`config.mk`:
```
export PLATFORM = sky130hd
export DESIGN_NAME = spi_multi_cs_master_flat
export DESIGN_NICKNAME = d
export VERILOG_FILES = /design/src/rtl/spi_pkg.sv /design/src/rtl/spi_multi_cs_master_if.sv /design/src/rtl/spi_half_tick.sv /design/src/rtl/spi_multi_cs_master.sv /design/src/flat_wrapper.sv
export SDC_FILE = /design/constraint.sdc
export NUM_CORES = 1
export LEC_CHECK = 0
export CAP_MARGIN = 5
export CORE_AREA = 2 2 182 139
export CTS_CLUSTER_DIAMETER = 150
export CTS_CLUSTER_SIZE = 8
export DETAILED_ROUTE_END_ITERATION = 16
export DIE_AREA = 0 0 184 141
export GPL_ROUTABILITY_DRIVEN = 0
export PLACE_DENSITY = 0.72
export REMOVE_ABC_BUFFERS = 1
export SLEW_MARGIN = 20
export SYNTH_ARGS = -nofsm -noshare
export SYNTH_HDL_FRONTEND = slang
export SYNTH_SLANG_ARGS = --single-unit
export TNS_END_PERCENT = 10
```
`constraint.sdc`:
```
create_clock -name clk -period 5.7 [get_ports clk]
set_input_delay 1.425 -clock clk [delete_from_list [all_inputs] [get_ports clk]]
set_output_delay 1.425 -clock clk [all_outputs]
set_load 0.02 [all_outputs]
```
`src/rtl/spi_pkg.sv`:
```
// Shared types and helpers for the multi-chip-select SPI master.
package spi_pkg;

  typedef enum logic [2:0] {
    IDLE,
    SETUP,
    SHIFT,
    HOLD,
    GAP
  } state_t;

  function automatic int unsigned div_cnt_width(input int unsigned div_half);
    return $clog2(div_half + 1);
  endfunction

  localparam int unsigned DIV_HALF_DEFAULT = 4;
  localparam int unsigned DIV_CNT_WIDTH    = div_cnt_width(DIV_HALF_DEFAULT);

  // Effective transfer length: requested count limited to the datapath width.
  function automatic int unsigned clamp_bits(input int unsigned n, input int unsigned data_width);
    return (n > data_width) ? data_width : n;
  endfunction

endpackage

```
`src/rtl/spi_multi_cs_master_if.sv`:
```
// Host request/response and SPI pin bundle for spi_multi_cs_master.
interface spi_multi_cs_master_if #(
  parameter int unsigned DATA_WIDTH      = 70,
  parameter int unsigned BIT_COUNT_WIDTH = 8,
  parameter int unsigned NUM_CS          = 4,
  parameter int unsigned CS_SEL_WIDTH    = 2
);

  logic                       start;
  logic [CS_SEL_WIDTH-1:0]    cs_sel;
  logic                       lsb_first;
  logic [BIT_COUNT_WIDTH-1:0] num_of_bit;
  logic [DATA_WIDTH-1:0]      data_in;
  logic [DATA_WIDTH-1:0]      rd_data;
  logic                       busy;
  logic                       done;
  logic                       err;
  logic [NUM_CS-1:0]          spi_cs_n;
  logic                       spi_sck;
  logic                       spi_sdo;
  logic                       spi_sdi;

  modport master (
    input  start, cs_sel, lsb_first, num_of_bit, data_in, spi_sdi,
    output rd_data, busy, done, err, spi_cs_n, spi_sck, spi_sdo
  );

  modport slave (
    output start, cs_sel, lsb_first, num_of_bit, data_in, spi_sdi,
    input  rd_data, busy, done, err, spi_cs_n, spi_sck, spi_sdo
  );

endinterface

```
`src/rtl/spi_half_tick.sv`:
```
// SCK half-period timer: one-cycle tick every DIV_HALF enabled cycles, restarted on state entry.
module spi_half_tick
  import spi_pkg::*;
#(
  parameter int unsigned DIV_HALF = 4
) (
  input  logic clk,
  input  logic reset_n,
  input  logic en,
  input  logic clear,
  output logic tick_c
);

  localparam int unsigned CNT_W = div_cnt_width(DIV_HALF);
  localparam logic [CNT_W-1:0] LAST = CNT_W'(DIV_HALF - 1);

  logic [CNT_W-1:0] cnt_q;

  assign tick_c = en && (cnt_q == LAST);

  always_ff @(posedge clk or negedge reset_n) begin
    if (!reset_n) begin
      cnt_q <= '0;
    end else if (clear || !en || tick_c) begin
      cnt_q <= '0;
    end else begin
      cnt_q <= cnt_q + CNT_W'(1);
    end
  end

endmodule

```
`src/rtl/spi_multi_cs_master.sv`:
```
// Full-duplex SPI master (CPHA=0) with decoded chip selects, runtime bit count and bit order.
module spi_multi_cs_master
  import spi_pkg::*;
#(
  parameter int unsigned DATA_WIDTH      = 70,
  parameter int unsigned BIT_COUNT_WIDTH = 8,
  parameter int unsigned NUM_CS          = 4,
  parameter int unsigned CS_SEL_WIDTH    = 2,
  parameter int unsigned DIV_HALF        = 4,
  parameter bit          SPI_CPOL        = 1'b0
) (
  input logic                   clk,
  input logic                   reset_n,
  spi_multi_cs_master_if.master bus
);

  localparam int unsigned IDX_W = $clog2(DATA_WIDTH);

  state_t                     state_q, state_d;
  logic                       busy_q, busy_d;
  logic                       done_q, done_d;
  logic                       err_q, err_d;
  logic [NUM_CS-1:0]          cs_n_q, cs_n_d;
  logic                       sck_q, sck_d;
  logic                       sdo_q, sdo_d;
  logic [DATA_WIDTH-1:0]      rd_q, rd_d;
  logic [DATA_WIDTH-1:0]      tx_q, tx_d;
  logic [DATA_WIDTH-1:0]      rx_q, rx_d;
  logic [IDX_W-1:0]           idx_q, idx_d;
  logic [BIT_COUNT_WIDTH-1:0] left_q, left_d;
  logic                       lsb_q, lsb_d;

  logic [BIT_COUNT_WIDTH-1:0] n_eff;
  logic [IDX_W-1:0]           first_idx;
  logic [IDX_W-1:0]           next_idx;
  logic                       sel_bad;
  logic                       sck_active;
  logic                       tick_c;

  assign n_eff     = BIT_COUNT_WIDTH'(clamp_bits(32'(bus.num_of_bit), DATA_WIDTH));
  assign first_idx = bus.lsb_first ? '0 : IDX_W'(32'(n_eff) - 32'd1);
  assign next_idx  = lsb_q ? (idx_q + IDX_W'(1)) : (idx_q - IDX_W'(1));
  assign sel_bad   = 32'(bus.cs_sel) >= NUM_CS;
  assign sck_active = (sck_q != SPI_CPOL);

  spi_half_tick #(
    .DIV_HALF (DIV_HALF)
  ) u_half_tick (
    .clk     (clk),
    .reset_n (reset_n),
    .en      (state_q != IDLE),
    .clear   (state_d != state_q),
    .tick_c  (tick_c)
  );

  // Next-state and next-output logic; tx/rx share one bit index since both map bit k to [idx].
  always_comb begin
    state_d = state_q;
    busy_d  = busy_q;
    done_d  = 1'b0;
    err_d   = 1'b0;
    cs_n_d  = cs_n_q;
    sck_d   = sck_q;
    sdo_d   = sdo_q;
    rd_d    = rd_q;
    tx_d    = tx_q;
    rx_d    = rx_q;
    idx_d   = idx_q;
    left_d  = left_q;
    lsb_d   = lsb_q;

    case (state_q)
      IDLE: begin
        // The DONE/ERR cycle itself never accepts, so a held START retriggers one cycle later.
        if (bus.start && !done_q && !err_q) begin
          if (sel_bad) begin
            err_d = 1'b1;
          end else if (n_eff == '0) begin
            done_d = 1'b1;
          end else begin
            state_d = SETUP;
            busy_d  = 1'b1;
            cs_n_d  = ~(NUM_CS'(1) << bus.cs_sel);
            tx_d    = bus.data_in;
            rx_d    = '0;
            lsb_d   = bus.lsb_first;
            left_d  = n_eff;
            idx_d   = first_idx;
            sdo_d   = bus.data_in[first_idx];
          end
        end
      end
      SETUP: begin
        if (tick_c) begin
          state_d     = SHIFT;
          sck_d       = ~SPI_CPOL;
          rx_d[idx_q] = bus.spi_sdi;
        end
      end
      SHIFT: begin
        if (tick_c) begin
          if (sck_active) begin
            sck_d = SPI_CPOL;
            // Idle half of the final period is spent in HOLD.
            if (left_q == BIT_COUNT_WIDTH'(1)) begin
              state_d = HOLD;
            end else begin
              left_d = left_q - BIT_COUNT_WIDTH'(1);
              idx_d  = next_idx;
              sdo_d  = tx_q[next_idx];
            end
          end else begin
            sck_d       = ~SPI_CPOL;
            rx_d[idx_q] = bus.spi_sdi;
          end
        end
      end
      HOLD: begin
        if (tick_c) begin
          state_d = GAP;
          cs_n_d  = '1;
        end
      end
      GAP: begin
        if (tick_c) begin
          state_d = IDLE;
          busy_d  = 1'b0;
          done_d  = 1'b1;
          rd_d    = rx_q;
        end
      end
      default: begin
        state_d = IDLE;
      end
    endcase
  end

  always_ff @(posedge clk or negedge reset_n) begin
    if (!reset_n) begin
      state_q <= IDLE;
      busy_q  <= 1'b0;
      done_q  <= 1'b0;
      err_q   <= 1'b0;
      cs_n_q  <= '1;
      sck_q   <= SPI_CPOL;
      sdo_q   <= 1'b0;
      rd_q    <= '0;
      tx_q    <= '0;
      rx_q    <= '0;
      idx_q   <= '0;
      left_q  <= '0;
      lsb_q   <= 1'b0;
    end else begin
      state_q <= state_d;
      busy_q  <= busy_d;
      done_q  <= done_d;
      err_q   <= err_d;
      cs_n_q  <= cs_n_d;
      sck_q   <= sck_d;
      sdo_q   <= sdo_d;
      rd_q    <= rd_d;
      tx_q    <= tx_d;
      rx_q    <= rx_d;
      idx_q   <= idx_d;
      left_q  <= left_d;
      lsb_q   <= lsb_d;
    end
  end

  assign bus.rd_data  = rd_q;
  assign bus.busy     = busy_q;
  assign bus.done     = done_q;
  assign bus.err      = err_q;
  assign bus.spi_cs_n = cs_n_q;
  assign bus.spi_sck  = sck_q;
  assign bus.spi_sdo  = sdo_q;

endmodule

```
`src/flat_wrapper.sv`:
```
// flat-port wrapper written by rule: the top's interface ports become plain ports
module spi_multi_cs_master_flat import spi_pkg::*;
#(
  parameter int unsigned DATA_WIDTH      = 70,
  parameter int unsigned BIT_COUNT_WIDTH = 8,
  parameter int unsigned NUM_CS          = 4,
  parameter int unsigned CS_SEL_WIDTH    = 2,
  parameter int unsigned DIV_HALF        = 4,
  parameter bit          SPI_CPOL        = 1'b0
)
  (clk, reset_n, bus_start, bus_cs_sel, bus_lsb_first, bus_num_of_bit, bus_data_in, bus_spi_sdi, bus_rd_data, bus_busy, bus_done, bus_err, bus_spi_cs_n, bus_spi_sck, bus_spi_sdo);
  spi_multi_cs_master_if #(.DATA_WIDTH(DATA_WIDTH), .BIT_COUNT_WIDTH(BIT_COUNT_WIDTH), .NUM_CS(NUM_CS), .CS_SEL_WIDTH(CS_SEL_WIDTH)) bus_i ();
  input logic clk;
  input logic reset_n;
  input wire logic [$bits(bus_i.start)-1:0] bus_start;
  input wire logic [$bits(bus_i.cs_sel)-1:0] bus_cs_sel;
  input wire logic [$bits(bus_i.lsb_first)-1:0] bus_lsb_first;
  input wire logic [$bits(bus_i.num_of_bit)-1:0] bus_num_of_bit;
  input wire logic [$bits(bus_i.data_in)-1:0] bus_data_in;
  input wire logic [$bits(bus_i.spi_sdi)-1:0] bus_spi_sdi;
  output wire logic [$bits(bus_i.rd_data)-1:0] bus_rd_data;
  output wire logic [$bits(bus_i.busy)-1:0] bus_busy;
  output wire logic [$bits(bus_i.done)-1:0] bus_done;
  output wire logic [$bits(bus_i.err)-1:0] bus_err;
  output wire logic [$bits(bus_i.spi_cs_n)-1:0] bus_spi_cs_n;
  output wire logic [$bits(bus_i.spi_sck)-1:0] bus_spi_sck;
  output wire logic [$bits(bus_i.spi_sdo)-1:0] bus_spi_sdo;
  assign bus_i.start = bus_start;
  assign bus_i.cs_sel = bus_cs_sel;
  assign bus_i.lsb_first = bus_lsb_first;
  assign bus_i.num_of_bit = bus_num_of_bit;
  assign bus_i.data_in = bus_data_in;
  assign bus_i.spi_sdi = bus_spi_sdi;
  assign bus_rd_data = bus_i.rd_data;
  assign bus_busy = bus_i.busy;
  assign bus_done = bus_i.done;
  assign bus_err = bus_i.err;
  assign bus_spi_cs_n = bus_i.spi_cs_n;
  assign bus_spi_sck = bus_i.spi_sck;
  assign bus_spi_sdo = bus_i.spi_sdo;
  spi_multi_cs_master #(.DATA_WIDTH(DATA_WIDTH), .BIT_COUNT_WIDTH(BIT_COUNT_WIDTH), .NUM_CS(NUM_CS), .CS_SEL_WIDTH(CS_SEL_WIDTH), .DIV_HALF(DIV_HALF), .SPI_CPOL(SPI_CPOL)) u_core (.clk(clk), .reset_n(reset_n), .bus(bus_i));
endmodule
```
==> run summary, run 1 <==
The run finished with clean final reports. OpenSTA, run right after detailed placement, puts the worst setup slack at 0.432 ns. The first detailed-routing pass took 6 iterations. The pin count of the biggest net entering global routing is approximately 110.

Counting buffers and inverters, the worst setup path is 13 cells deep. The number of flops mapped to enable cells by yosys is 0. CTS built an H-tree with a depth of 2. The adder-cell share of the synthesized area came out at 0.0135. The fraction of registers with async set/reset is 1.00. Counting flops and latches in the post-synthesis netlist gives 240.

The area occupied by multi-input gates came out at about 5300 um^2. After layout, the minimum clock period comes to 4.83 ns. Across the VDD grid, the largest voltage drop is between 150 and 200 uV.

The count of inserted antenna diode cells came out at 0. By area, the combinational part of the netlist is dominated by compound AO/OA/AOI/OAI gates. The die extent in x is about 180 um. The number of antenna-violating nets in the routed design is 0. Counting every sink on the clock net gives 240. Setup repair after global routing left no endpoint under its margin. After detailed routing, the wire length on met1 is 14700 um.

The area share of xor/xnor cells in the synthesized design is 0.00902. CTS placed an instance of sky130_fd_sc_hd__clkbuf_16 at the clock tree root. The final wirelength is about 33000 um.

Data on the critical path is required at its endpoint by 6.13 ns. The final cell area excluding filler cells came out at 14500 um^2. The synthesized area divided by synthesized cell count came out at 9.92 um^2. For this run, the top clock speed supported by timing is 0.207 GHz.

By area the synthesized netlist is led by sky130_fd_sc_hd__dfrtp_1 51%, sky130_fd_sc_hd__nand2_1 7.9%, sky130_fd_sc_hd__o21ai_0 7.2%, sky130_fd_sc_hd__mux2_2 7.1%, sky130_fd_sc_hd__mux4_2 4.3%. Tracing the worst setup path back leads to its startpoint at bus_num_of_bit[4]. The I/O pin count is 164. The highest layer used for signal routing is met4. The routed length on met3 is roughly 2900 um. The count of unique library cells instantiated by Yosys came out at 65. The half-perimeter wire length of the detailed placement result came out at between 20000 and 25000 um. The count of final hold-check violations is 0. The total number of vias is between 9000 and 10000. The worst path meets setup with 0.872 ns of slack. The via count of the first global-routing pass came to approximately 9600. Buffers added to address setup during post-CTS repair amount to 0.

Headroom to the max-slew limit came out at 0.288. The maximum buffer depth of the clock tree came out at 3. sky130_fd_sc_hd__dfrtp_1 takes more of the synthesized area than any other cell. Across the whole layout, storage elements account for 6010 um^2.

The number of cell instances on the worst register-to-register path is 11. The die area is roughly 26000 um^2. The startpoint identified for the worst register-to-register timing path is u_core.idx_q[0]. After clock tree synthesis, the clock-pin slew on the worst setup and hold paths is approximately 0.06 ns. The initial utilization of the core area, before any placement, comes to 0.478. The filler cells instantiated in the layout total 2082. The most critical setup path has its endpoint at u_core.bus.spi_sdo. The number of buffers and inverters on the critical path is 2. The number of core rows came out at 50.

The wire length per cell after detailed routing came out at 20.0 um. The iteration-0 DRC count of the detailed router is 970. The port buffer count came out at 162. The clock network latency to the later pin of the worst-skew pair came out at about 0.5 ns. The area of the core region came out at 24400 um^2.

TritonCTS built the clock tree. The first-pass GRT wire length is 52000 um. The prevailing post-synth register cell is sky130_fd_sc_hd__dfrtp_1. The arrival time at the worst endpoint came out at 5.26 ns. The worst register-to-register path ends at u_core.bus.spi_sdo.

TritonCTS created 35 clock buffers. The period utilization came out at 0.847. The relative area change from synthesis to final layout came out at 24.5%. The routed design uses 14400 um of met2 wire. The slowest cell on the critical path is sky130_fd_sc_hd__clkdlybuf4s50_1. STA classifies the critical path endpoint as a flip-flop. The final-stage net count came out at 1416. The peak per-stage delay on the critical path is roughly 0.57 ns.

The total routing usage reported by global routing is 0.255. The final global-route overflow total is 0. The signal on the critical path passes through clkdlybuf4s50_1, nor3_2, a31o_2, inv_2, ha_1, or2_1, nor2_1, mux2_1, a211oi_1, nor4_1, or4b_1, o31a_1, a211oi_2. The part of the Yosys area used for sequential elements came out at 0.516. The worst hold path belongs to the class reg -> reg. Of the total synthesized cell area, the portion taken by AND, OR, NAND and NOR gates is 0.143. For this run, the number of Yosys warnings is 0. Of the cells placed in the final design, the portion with a size suffix greater than 1 is 0.134. The cell area power density came out at 259 nW/um^2. The critical path in this run is classified as in -> reg. Dividing the detail-routed via count by the number of cells gives 5.97. Along the worst path, the maximum fanout reaches 12.

The power consumption is 0.00375 W. The portion of synthesized cell area occupied by the leading cell type is 0.507. The number of endpoints failing setup at the final stage is 0.

The hold buffer count at cts came out at 0. The fraction of the mapped netlist area in compound gates is 0.147. STA classifies the critical path startpoint as an input pin. The count of final max-slew check failures is 0. Measured against the total synthesized area, the mux share comes to 0.141. After detailed routing, the number of remaining DRC violations is 0. The gate count after technology mapping came out at around 1200. The register-to-register setup slack came out at 2.05 ns. In this design, the largest share of critical-path delay is due to simple AND/OR/NAND/NOR gates. The post-cts repair resize count is 0. For the pin with the worst max-slew slack, the measured transition is 1.06 ns. The final clock skew came out at ~0.024 ns.

The die is 141 um tall. The initial antenna violation count is 0. The mapped cell area is between 10000 and 15000 um^2.

Summed over all cells, the static leakage comes to 6.59 nW. The post-placement cell area is 13600 um^2. Across the run, the number of max-cap violations was 0.
==> through the flow <==
stage	TNS (ns)	util	hold slack (ns)	cells
4_1_cts	0	0.594	0.451	1637
2_1_floorplan	-389.37	-	0.410	1099
3_3_place_gp	0	0.556	0.421	1594
5_1_grt	0	0.595	0.484	1637
6_report	0	0.595	0.442	1637
3_5_place_dp	0	0.556	0.437	1594
==> report_power, final <==
part / internal [W] / total, W / leakage [nW] / switching, W
Combinational: 0.0000895 / 0.000204 / 2.85 / 0.000114
Clock: 0.00112 / 0.00184 / 0.461 / 0.000716
Sequential: 0.00171 / 0.00171 / 3.28 / 0.000000744
Total: 0.00292 / 0.00375 / 6.59 / 0.000831
==> state kept, by name (all words and copies together), names as in the netlist <==
register,flops
u_core.bus.busy,1
u_core.bus.done,1
u_core.bus.rd_data,70
u_core.bus.spi_cs_n,4
u_core.bus.spi_sck,1
u_core.bus.spi_sdo,1
u_core.idx_q,7
u_core.left_q,8
u_core.lsb_q,1
u_core.rx_q,70
u_core.state_q,3
u_core.tx_q,70
u_core.u_half_tick.cnt_q,3
==> Yosys cell counts (all sizes together) (2+ instances only) <==
master,number
a21oi,93
or2,3
a211oi,8
a31o,2
dfrtp,236
a31oi,4
o22ai,9
inv,14
mux4,22
buf,14
o31a,3
and3,10
nor2,41
mux2i,31
a2111oi,3
nor3,24
nand3b,4
nand3,12
a21boi,2
o21bai,2
nand2,245
nor3b,4
xnor2,7
a21o,2
ha,11
dfstp,4
mux2,74
nand2b,5
o21ai,167
nand4,10
o211ai,3
or3,3
nor2b,9
nor4,9
clkbuf,62
xor2,5
o31ai,2
==> logic make-up (layout without fill, tap and decap cells) <==
group                    after synthesis  in the layout
multiplexers                         127            127
XOR/XNOR                              12             12
AND/OR/NAND/NOR                      383            383
other                                  1              1
AO/OA/AOI/OAI                        310            310
flip-flops                           240            240
adder cells (fa/ha/maj)               12             12
buffers and inverters                 90            240
==> worst min path at each step <==
stage                                      startpoint                           to  slack [ns]  depth (start not counted)
after global placement    u_core.u_half_tick.cnt_q[0]  u_core.u_half_tick.cnt_q[0]        0.42                          1
after CTS                 u_core.u_half_tick.cnt_q[0]  u_core.u_half_tick.cnt_q[0]        0.45                          1
after floorplan           u_core.u_half_tick.cnt_q[0]  u_core.u_half_tick.cnt_q[0]        0.41                          1
final                     u_core.u_half_tick.cnt_q[0]  u_core.u_half_tick.cnt_q[0]        0.44                          1
after global routing      u_core.u_half_tick.cnt_q[0]  u_core.u_half_tick.cnt_q[0]        0.48                          1
after detailed placement  u_core.u_half_tick.cnt_q[0]  u_core.u_half_tick.cnt_q[0]        0.44                          1
==> area by class of cell <==
cell class	instances	area share
flip-flops and latches	240	0.414
well taps	312	0.0269
clock buffers	41	0.0634
repair buffers	183	0.123
inverters	14	0.00362
clock inverters	2	0.00172
multi-input cells	845	0.367
==> layer usage <==
metal / vias to the layer above / GRT usage
met4: 0 / 0.0724
met1: 4858 / 0.375
met3: 63 / 0.0592
li1: 4424 / -
met5: - / 0
met2: 435 / 0.379
==> cells in the final DEF, fill, tap and decap left out, drive strengths merged, types with 5 or more instances in the layout <==
| master | Yosys | final |
|---|---|---|
| nor2 | 41 | 41 |
| mux4 | 22 | 22 |
| mux2i | 31 | 31 |
| ha | 11 | 11 |
| clkdlybuf4s50 | 0 | 161 |
| o22ai | 9 | 9 |
| and3 | 10 | 10 |
| nor4 | 9 | 9 |
| xor2 | 5 | 5 |
| nor3 | 24 | 24 |
| nand3 | 12 | 12 |
| nand4 | 10 | 10 |
| o21ai | 167 | 167 |
| nor2b | 9 | 9 |
| xnor2 | 7 | 7 |
| a21oi | 93 | 93 |
| buf | 14 | 22 |
| mux2 | 74 | 74 |
| nand2b | 5 | 5 |
| nand2 | 245 | 245 |
| a211oi | 8 | 8 |
| inv | 14 | 15 |
| dfrtp | 236 | 236 |
| clkbuf | 62 | 41 |
Power figures use the tool's default switching activity.
==> run 2, diff against run 1 <==
PLACE_DENSITY = 0.75   (was 0.72)
clock period = 4.35 ns   (was 5.7 ns; I/O delays follow)
==> run 2 against run 1 <==
Die area did not move. Sequential share of layout area decreased by 0.52 points. Final area is 1.3% higher. Final cell count grew 1.4%. Sequential cell count stayed put. Hold slack worse by 0.010 ns. Global-route usage shrank 0.16 points.
==> run summary, run 2 (synthesis gave the netlist of run 1 again) <==
The flow ran to the end, and the final reports show no timing, DRC or antenna violations. The number of DRC violations after detailed routing came out at 0 (unchanged). The first-pass detailed-route iteration total came to 5 (-1). The half-perimeter wire length of the detailed placement result was 21900 um (+0.16%).

The leakage dissipation came out at 6.70 nW (+1.7%). The worst IR drop on VDD came out at 211 uV (+22%). The signal on the critical path passes through clkdlybuf4s50_1, nor2b_1, a31o_2, inv_2, ha_1, nor4_1, nor2_1, buf_4, a2111oi_0, nor4_1, a311o_1, a211oi_2. The final instance count without filler cells was 1660 (+1.4%). The post-placement cell area came to 13800 um^2 (+1.7%). The effective utilization at floorplan came to 0.478 (unchanged). The final global-route overflow total came out at 0 (unchanged). The number of endpoints failing setup at the final stage is 0 (unchanged). The measured slew at the worst slew-check pin is 1.11 ns (+0.0488 ns). The register-to-register setup slack is 1.04 ns (-1.01 ns). The clock network fraction of design power is 0.483 (-0.007).

The first-pass GRT wire length is 52200 um (+0.48%). The internal power contribution is 0.00380 W (+30%). The buffers inserted during post-CTS setup optimization came out at 0 (unchanged). The total routing usage reported by global routing came out at 0.253 (-0.00161). The number of antenna-violating nets in the routed design is 0 (unchanged). The maximum buffer depth of the clock tree came out at 3 (unchanged).

The number of sinks handled by clock tree synthesis came out at 240 (unchanged). The via count of the first global-routing pass came out at 9527 (-1.2%). The via density per instance came to 5.95 (-0.45%). The total number of H-tree levels is 2 (unchanged). Based on the critical path, the design can be clocked at up to 0.252 GHz. The count of final hold-check violations is 0 (unchanged). The hold buffer count at cts came out at 0 (unchanged). The die extent in y is 141 um (unchanged). The last element of the critical path is u_core.bus.spi_sdo. The die area came out at 25900 um^2 (unchanged). The number of fill cells came out at 2044 (-1.8%). For this design, the slowest cell found on the critical path is sky130_fd_sc_hd__clkdlybuf4s50_1.

The tightest hold margin came out at 0.431 ns (-0.0100 ns). The final clock skew came out at 0.0155 ns (-0.00820 ns). The port buffer count came to 162 (unchanged). In the layout the commonest cells are 243 x sky130_fd_sc_hd__nand2_1, 236 x sky130_fd_sc_hd__dfrtp_1, 167 x sky130_fd_sc_hd__o21ai_0, 161 x sky130_fd_sc_hd__clkdlybuf4s50_1, 93 x sky130_fd_sc_hd__a21oi_1. The die extent in x is 184 um (unchanged).

The final wirelength is 32300 um (-1.3%). The pin count of the biggest net entering global routing came out at 120 (+6.2%). The iteration-0 DRC count of the detailed router came to 914 (-5.8%). The CTS tree is built. The final cell area excluding filler cells is 14700 um^2 (+1.3%). The min-delay analysis places its worst path in the category reg -> reg.

The layout cell share with drive strength beyond 1 is 0.148 (+0.0148). The area of the core region is 24400 um^2 (unchanged). The initial antenna violation count came out at 0 (unchanged).

The total number of vias was 9873 (+0.95%). The switching portion of total power came out at 0.221 (-0.000232). The net switching power of the design is 0.00108 W (+30%). In this run the critical register-to-register path is captured at u_core.bus.spi_sdo. The wire length per cell after detailed routing came to 19.5 um (-2.6%).

Compared with the post-synthesis result, the final layout area differs by 26.1%. The count of inserted antenna diode cells is 0 (unchanged). The worst slew margin relative to its limit is 0.255 (-0.0328). The clock network latency to the later pin of the worst-skew pair is 0.50 ns (about the same). The cell area power density came out at 332 nW/um^2 (+28%).

The critical path starts at bus_num_of_bit[0]. The count of final max-slew check failures is 0 (unchanged). The post-layout utilization of the core is 0.602 (+0.00754). The post-cts repair resize count is 0 (unchanged).

The minimum clock period is between 3 and 4 ns. The clock-pin slew of the registers on the worst-case setup and hold paths is 0.05 ns (about the same). The required arrival time at the worst endpoint was 4.77 ns (-1.36 ns). The final-stage net count is 1441 (+1.8%). The post-placement cell count is 1619 (+1.6%). The I/O pin count is 164 (unchanged). The arrival time at the worst endpoint was 4.39 ns (-0.87 ns). The cell that appears most often on the critical path is sky130_fd_sc_hd__nor4_1. The maximum fanout along the worst path came out at 4 (-8). The sequential share of power is 0.459 (+0.003). The launching element type of the critical path is an input pin.

The number of core rows is 50 (unchanged). The critical path class is in -> reg. The max-cap violation count is 0 (unchanged). The number of cell instances on the worst register-to-register path is 10 (-1). The startpoint identified for the worst register-to-register timing path is u_core.idx_q[1]. The type of destination of the critical path is a flip-flop. The library cell used most frequently in the layout, excluding fill and tap cells, is sky130_fd_sc_hd__nand2_1. The number of buffers created by CTS came out at 35 (unchanged). The peak per-stage delay on the critical path came out at 0.51 ns (-0.06 ns). The cell sitting at the root of the clock tree is a sky130_fd_sc_hd__clkbuf_16. The portion of total power attributed to combinational logic is 0.058 (+0.004). The period utilization is 0.912. Setup repair after global routing left no endpoint under its margin.
==> run 2: how the worst min path moves through the flow <==
stage | to | start | cells past startpoint
3_3_place_gp | u_core.u_half_tick.cnt_q[0] | u_core.u_half_tick.cnt_q[0] | 1
6_report | u_core.u_half_tick.cnt_q[0] | u_core.u_half_tick.cnt_q[0] | 1
4_1_cts | u_core.u_half_tick.cnt_q[0] | u_core.u_half_tick.cnt_q[0] | 1
5_1_grt | u_core.u_half_tick.cnt_q[0] | u_core.u_half_tick.cnt_q[0] | 1
3_5_place_dp | u_core.u_half_tick.cnt_q[0] | u_core.u_half_tick.cnt_q[0] | 1
2_1_floorplan | u_core.u_half_tick.cnt_q[0] | u_core.u_half_tick.cnt_q[0] | 1
==> run 2: through the flow <==
step / setup TNS (ns) / worst slack, ns / total power, W
2_1_floorplan: -554.41 / -4.92 / 0.00236
3_3_place_gp: 0 / 0.0344 / 0.00255
3_5_place_dp: -0.0263 / -0.0263 / 0.00256
4_1_cts: 0 / 0.487 / 0.00490
5_1_grt: 0 / 0.247 / 0.00502
6_report: 0 / 0.381 / 0.00488
==> run 2: power by group through the flow <==
stage / Sequential (W) / Clock [W] / Combinational [W]
floorplan: 0.00228 / 0 / 0.0000821
global placement: 0.00228 / 0 / 0.000278
detailed placement: 0.00228 / 0 / 0.000280
CTS: 0.00224 / 0.00238 / 0.000281
global route: 0.00224 / 0.00248 / 0.000304
finish: 0.00224 / 0.00235 / 0.000282
==> run 2: area by class of cell <==
| class | count | area, um^2 | share of cell area |
|---|---|---|---|
| clock buffers | 40 | 895 | 0.0609 |
| flip-flops and latches | 240 | 6010 | 0.409 |
| multi-input cells | 845 | 5330 | 0.363 |
| inverters | 14 | 52.6 | 0.00358 |
| repair buffers | 208 | 2010 | 0.137 |
| well taps | 312 | 390 | 0.0266 |
| clock inverters | 1 | 8.76 | 0.000596 |
==> run 2: critical path: cells and delay by family <==
kind	cells	cell delay (ns)
and+or+nand+nor	4	1.13
adders and majority gates	1	0.24
AOI/OAI and AO/OA	4	1.16
buffers and inverters	3	0.77
==> run 2: per-layer routing <==
metal  routed length, um  track usage
met1               15000        0.389
met2               13900        0.365
met3                2880       0.0545
met4                 559       0.0619
met5                   0            0
==> run 3, diff against run 2 <==
ABC_AREA = 1   (was unset)
CORE_AREA = 2 2 185 142   (was 2 2 182 139)
DIE_AREA = 0 0 187 144   (was 0 0 184 141)
TNS_END_PERCENT = unset   (was 10)
==> run 3 against run 2 <==
First-iteration DRC count up 33%. Total power up 1.8%. Sequential power about the same.
==> run summary, run 3 <==
The part of the Yosys area used for sequential elements is 0.494 (-0.0212). The tightest min-delay check is of the reg -> reg type. The synthesis-stage register bit count was 240 (unchanged). The area of the core region came out at 25300 um^2 (+3.8%). The post-cts repair resize count is 0 (unchanged). The mapped cell area is 12200 um^2 (+4.3%). On the critical path, the stage with the largest delay is an instance of sky130_fd_sc_hd__clkdlybuf4s50_1. The worst setup path is captured at a flip-flop. The number of warnings issued by yosys came to 0 (unchanged). Setup repair after global routing left no endpoint under its margin. The adder-cell share of the synthesized area came out at 0.0130 (-0.000557). In this run the critical register-to-register path is captured at u_core.bus.spi_sdo.

The register-to-register setup slack came to 0.90 ns (-0.14 ns). The wire length per cell after detailed routing came out at 17.1 um (-12%). The minimum clock period came out at 3.61 ns (-0.356 ns). The count of final hold-check violations came out at 0 (unchanged). The worst IR drop on VDD is 267 uV (+26%).

The count of unique library cells instantiated by Yosys is 50 (-23%). By instance count, the leading cell after synthesis is sky130_fd_sc_hd__nand2_1. The initial antenna violation count came out at 0 (unchanged). For this run, the leading register cell type out of synthesis is sky130_fd_sc_hd__dfrtp_1. The maximum buffer depth of the clock tree is 3 (unchanged). The number of cells on the worst hold path is 1 (unchanged). The via density per instance is 5.63 (-5.4%).

The arrival time at the worst endpoint is 4.06 ns (-0.33 ns). The leakage dissipation was 7.00 nW (+4.4%). The total negative slack came out at 0 ns (unchanged). The number of sinks handled by clock tree synthesis was 240 (unchanged). The mux contribution to synthesized area came out at 0.00556 (-0.135). The clock-pin slew of the registers on the worst-case setup and hold paths is 0.06 ns (about the same). The die extent in y is 144 um (+2.1%).

The gate count after technology mapping is 1500 (+28%). The synthesized area divided by synthesized cell count came out at 8.11 um^2 (-18%). The total number of vias was 11200 (+14%). The root buffer cell chosen for the clock tree is sky130_fd_sc_hd__clkbuf_16. The required arrival time at the worst endpoint is 4.80 ns (+0.03 ns). STA classifies the critical path startpoint as an input pin. The number of endpoints failing setup at the final stage is 0 (unchanged). The final wirelength came to 34200 um (+5.7%). The half-perimeter wire length of the detailed placement result was 22600 um (+3.1%). The cell area power density is 331 nW/um^2 (-0.21%). The die area was 26900 um^2 (+3.8%). The largest area contributor in the synthesized netlist is sky130_fd_sc_hd__dfrtp_1. The effective utilization at floorplan came out at 0.480 (+0.00213). The hold buffer count at cts is 0 (unchanged). For hold timing, the worst endpoint is u_core.u_half_tick.cnt_q[0]. The layout cell share with drive strength beyond 1 is 0.0685 (-0.0799).

The fraction of registers with async set/reset was 1.00 (unchanged). The measured slew at the worst slew-check pin is 1.05 ns (-0.0554 ns). The first-pass detailed-route iteration total is 7 (+2). The buffers inserted during post-CTS setup optimization is 0 (unchanged). The flow ran to the end, and the final reports show no timing, DRC or antenna violations.

The clock network latency to the later pin of the worst-skew pair came out at 0.51 ns (about the same). The number of cell instances on the worst register-to-register path came out at 14 (+4). The via count of the first global-routing pass came out at 10600 (+11%). The simple-gate share of the synthesized area came out at 0.207 (+0.0642). In this run the most critical hold path is launched from u_core.u_half_tick.cnt_q[0]. The area share of xor/xnor cells in the synthesized design came out at 0.00648 (-0.00253). The cell that appears most often on the critical path is sky130_fd_sc_hd__nand2_1. The final-stage net count is 1733 (+20%). In this run the critical register-to-register path is launched from u_core.idx_q[1]. The worst slew margin relative to its limit was 0.295 (+0.0400).

The period utilization is 0.830 (-0.0819). The final clock skew is 0.0217 ns (+0.00613 ns). The most common cell after layout, fill and taps aside is sky130_fd_sc_hd__nand2_1. The maximum fanout along the worst path was 25 (+21). The portion of synthesized cell area occupied by the leading cell type is 0.486 (-0.0209).

The pin count of the biggest net entering global routing is 142 (+18%). The number of DRC violations after detailed routing came out at 0 (unchanged). The die extent in x came out at 187 um (+1.6%). The iteration-0 DRC count of the detailed router came to 1213 (+33%). Sorting the synthesized cells by how often they occur yields 386 x sky130_fd_sc_hd__nand2_1, 236 x sky130_fd_sc_hd__dfrtp_1, 178 x sky130_fd_sc_hd__o21ai_0.

The number of buffers created by CTS came out at 35 (unchanged). The first-pass GRT wire length is 55000 um (+5.4%). The post-layout utilization of the core is 0.592 (-0.0104). The number of flops mapped to enable cells by yosys came to 0 (unchanged). The number of antenna-violating nets in the routed design came out at 0 (unchanged). The peak per-stage delay on the critical path came out at 0.52 ns (about the same). The area growth from synthesis to layout is 23.4%. The port buffer count was 162 (unchanged). The number of core rows is 51 (+2.0%). The count of inserted antenna diode cells is 0 (unchanged). The total routing usage reported by global routing is 0.254 (about the same).

The total number of H-tree levels is 2 (unchanged). The top cell types in the final layout, fill and taps aside, are 385 x sky130_fd_sc_hd__nand2_1, 236 x sky130_fd_sc_hd__dfrtp_1, 178 x sky130_fd_sc_hd__o21ai_0, 161 x sky130_fd_sc_hd__clkdlybuf4s50_1, 136 x sky130_fd_sc_hd__inv_1. The count of final max-slew check failures is 0 (unchanged). The final global-route overflow total came out at 0 (unchanged). The critical path goes through clkdlybuf4s50_1, inv_2, nand3_2, nand2_4, nand2_1, nor2_1, ha_1, nor2_1, inv_1, a21oi_1, nand2_1, nand3_1, nand3_1, nand3_1, nand3_1, nand2_1, nand2_1, nand2_1, nand2_1, nand2_1.

The CTS tree is built. The fraction of the mapped netlist area in compound gates came out at 0.191 (+0.0448). The I/O pin count was 164 (unchanged).

The critical path class is in -> reg. In the post-synthesis netlist, the biggest area contributors are sky130_fd_sc_hd__dfrtp_1 49%, sky130_fd_sc_hd__nand2_1 12%, sky130_fd_sc_hd__o21ai_0 7.3%, sky130_fd_sc_hd__inv_1 4.2%, sky130_fd_sc_hd__nand3_1 4.1%. The max-cap violation count is 0 (unchanged).

The highest clock frequency the design can meet is 0.277 GHz (+9.9%). By area, the combinational part of the netlist is dominated by simple AND/OR/NAND/NOR gates.
run 3: critical path: cells and delay by family:
| family | cells | cell delay (ns) |
|---|---|---|
| adders and majority gates | 1 | 0.27 |
| and+or+nand+nor | 15 | 1.35 |
| AOI/OAI and AO/OA | 1 | 0.28 |
| buffers and inverters | 3 | 1.05 |
run 3: layout make-up:
cell class,count,area (um^2)
flip-flops and latches,240,6010
well taps,344,430
multi-input cells,1024,5160
inverters,152,577
repair buffers,183,1850
clock buffers,49,950
clock inverters,2,25.0
fillers,2246,10300
run 3: metal layers:
layer | routed length (um) | GRT usage | part of all wire
met1 | 15600 | 0.373 | 0.46
met4 | 573 | 0.0710 | 0.017
met2 | 14500 | 0.370 | 0.42
met3 | 3490 | 0.0672 | 0.10
met5 | 0 | 0 | 0
run 3: per-stage QoR:
| stage | setup slack [ns] | total power [W] | hold slack, ns | area, um^2 | std cells |
|---|---|---|---|---|---|
| 3_5_place_dp | 0.316 | 0.00254 | 0.427 | 14000 | 1943 |
| 2_1_floorplan | 0.407 | 0.00237 | 0.410 | 11700 | 1416 |
| 4_1_cts | 0.835 | 0.00500 | 0.433 | 15000 | 1994 |
| 6_report | 0.737 | 0.00497 | 0.432 | 15000 | 1994 |
| 3_3_place_gp | 0.435 | 0.00254 | 0.422 | 14000 | 1943 |
| 5_1_grt | 0.432 | 0.00512 | 0.441 | 15000 | 1994 |
run 3: how the worst max path moves through the flow:
stage                            startpoint                  to
final                     bus_num_of_bit[3]  u_core.bus.spi_sdo
after detailed placement  bus_num_of_bit[3]  u_core.bus.spi_sdo
after CTS                 bus_num_of_bit[3]  u_core.bus.spi_sdo
after floorplan           bus_num_of_bit[5]     u_core.idx_q[2]
after global routing      bus_num_of_bit[3]  u_core.bus.spi_sdo
after global placement    bus_num_of_bit[3]  u_core.bus.spi_sdo
run 3: cells by family (layout without fill, tap and decap cells):
family / Yosys count / after routing
AOI/OAI and AO/OA: 400 / 400
xor gates and xnor gates: 9 / 9
adders and majority gates: 12 / 12
buffers and inverters: 236 / 386
DFF: 240 / 240
muxes: 6 / 6
other: 1 / 1
and+or+nand+nor: 596 / 596
run 3: power breakdown:
| part | total (W) | internal, W | switching, W |
|---|---|---|---|
| Combinational | 0.000271 | 0.000111 | 0.000160 |
| Sequential | 0.00224 | 0.00224 | 0 |
| Clock | 0.00246 | 0.00150 | 0.000957 |
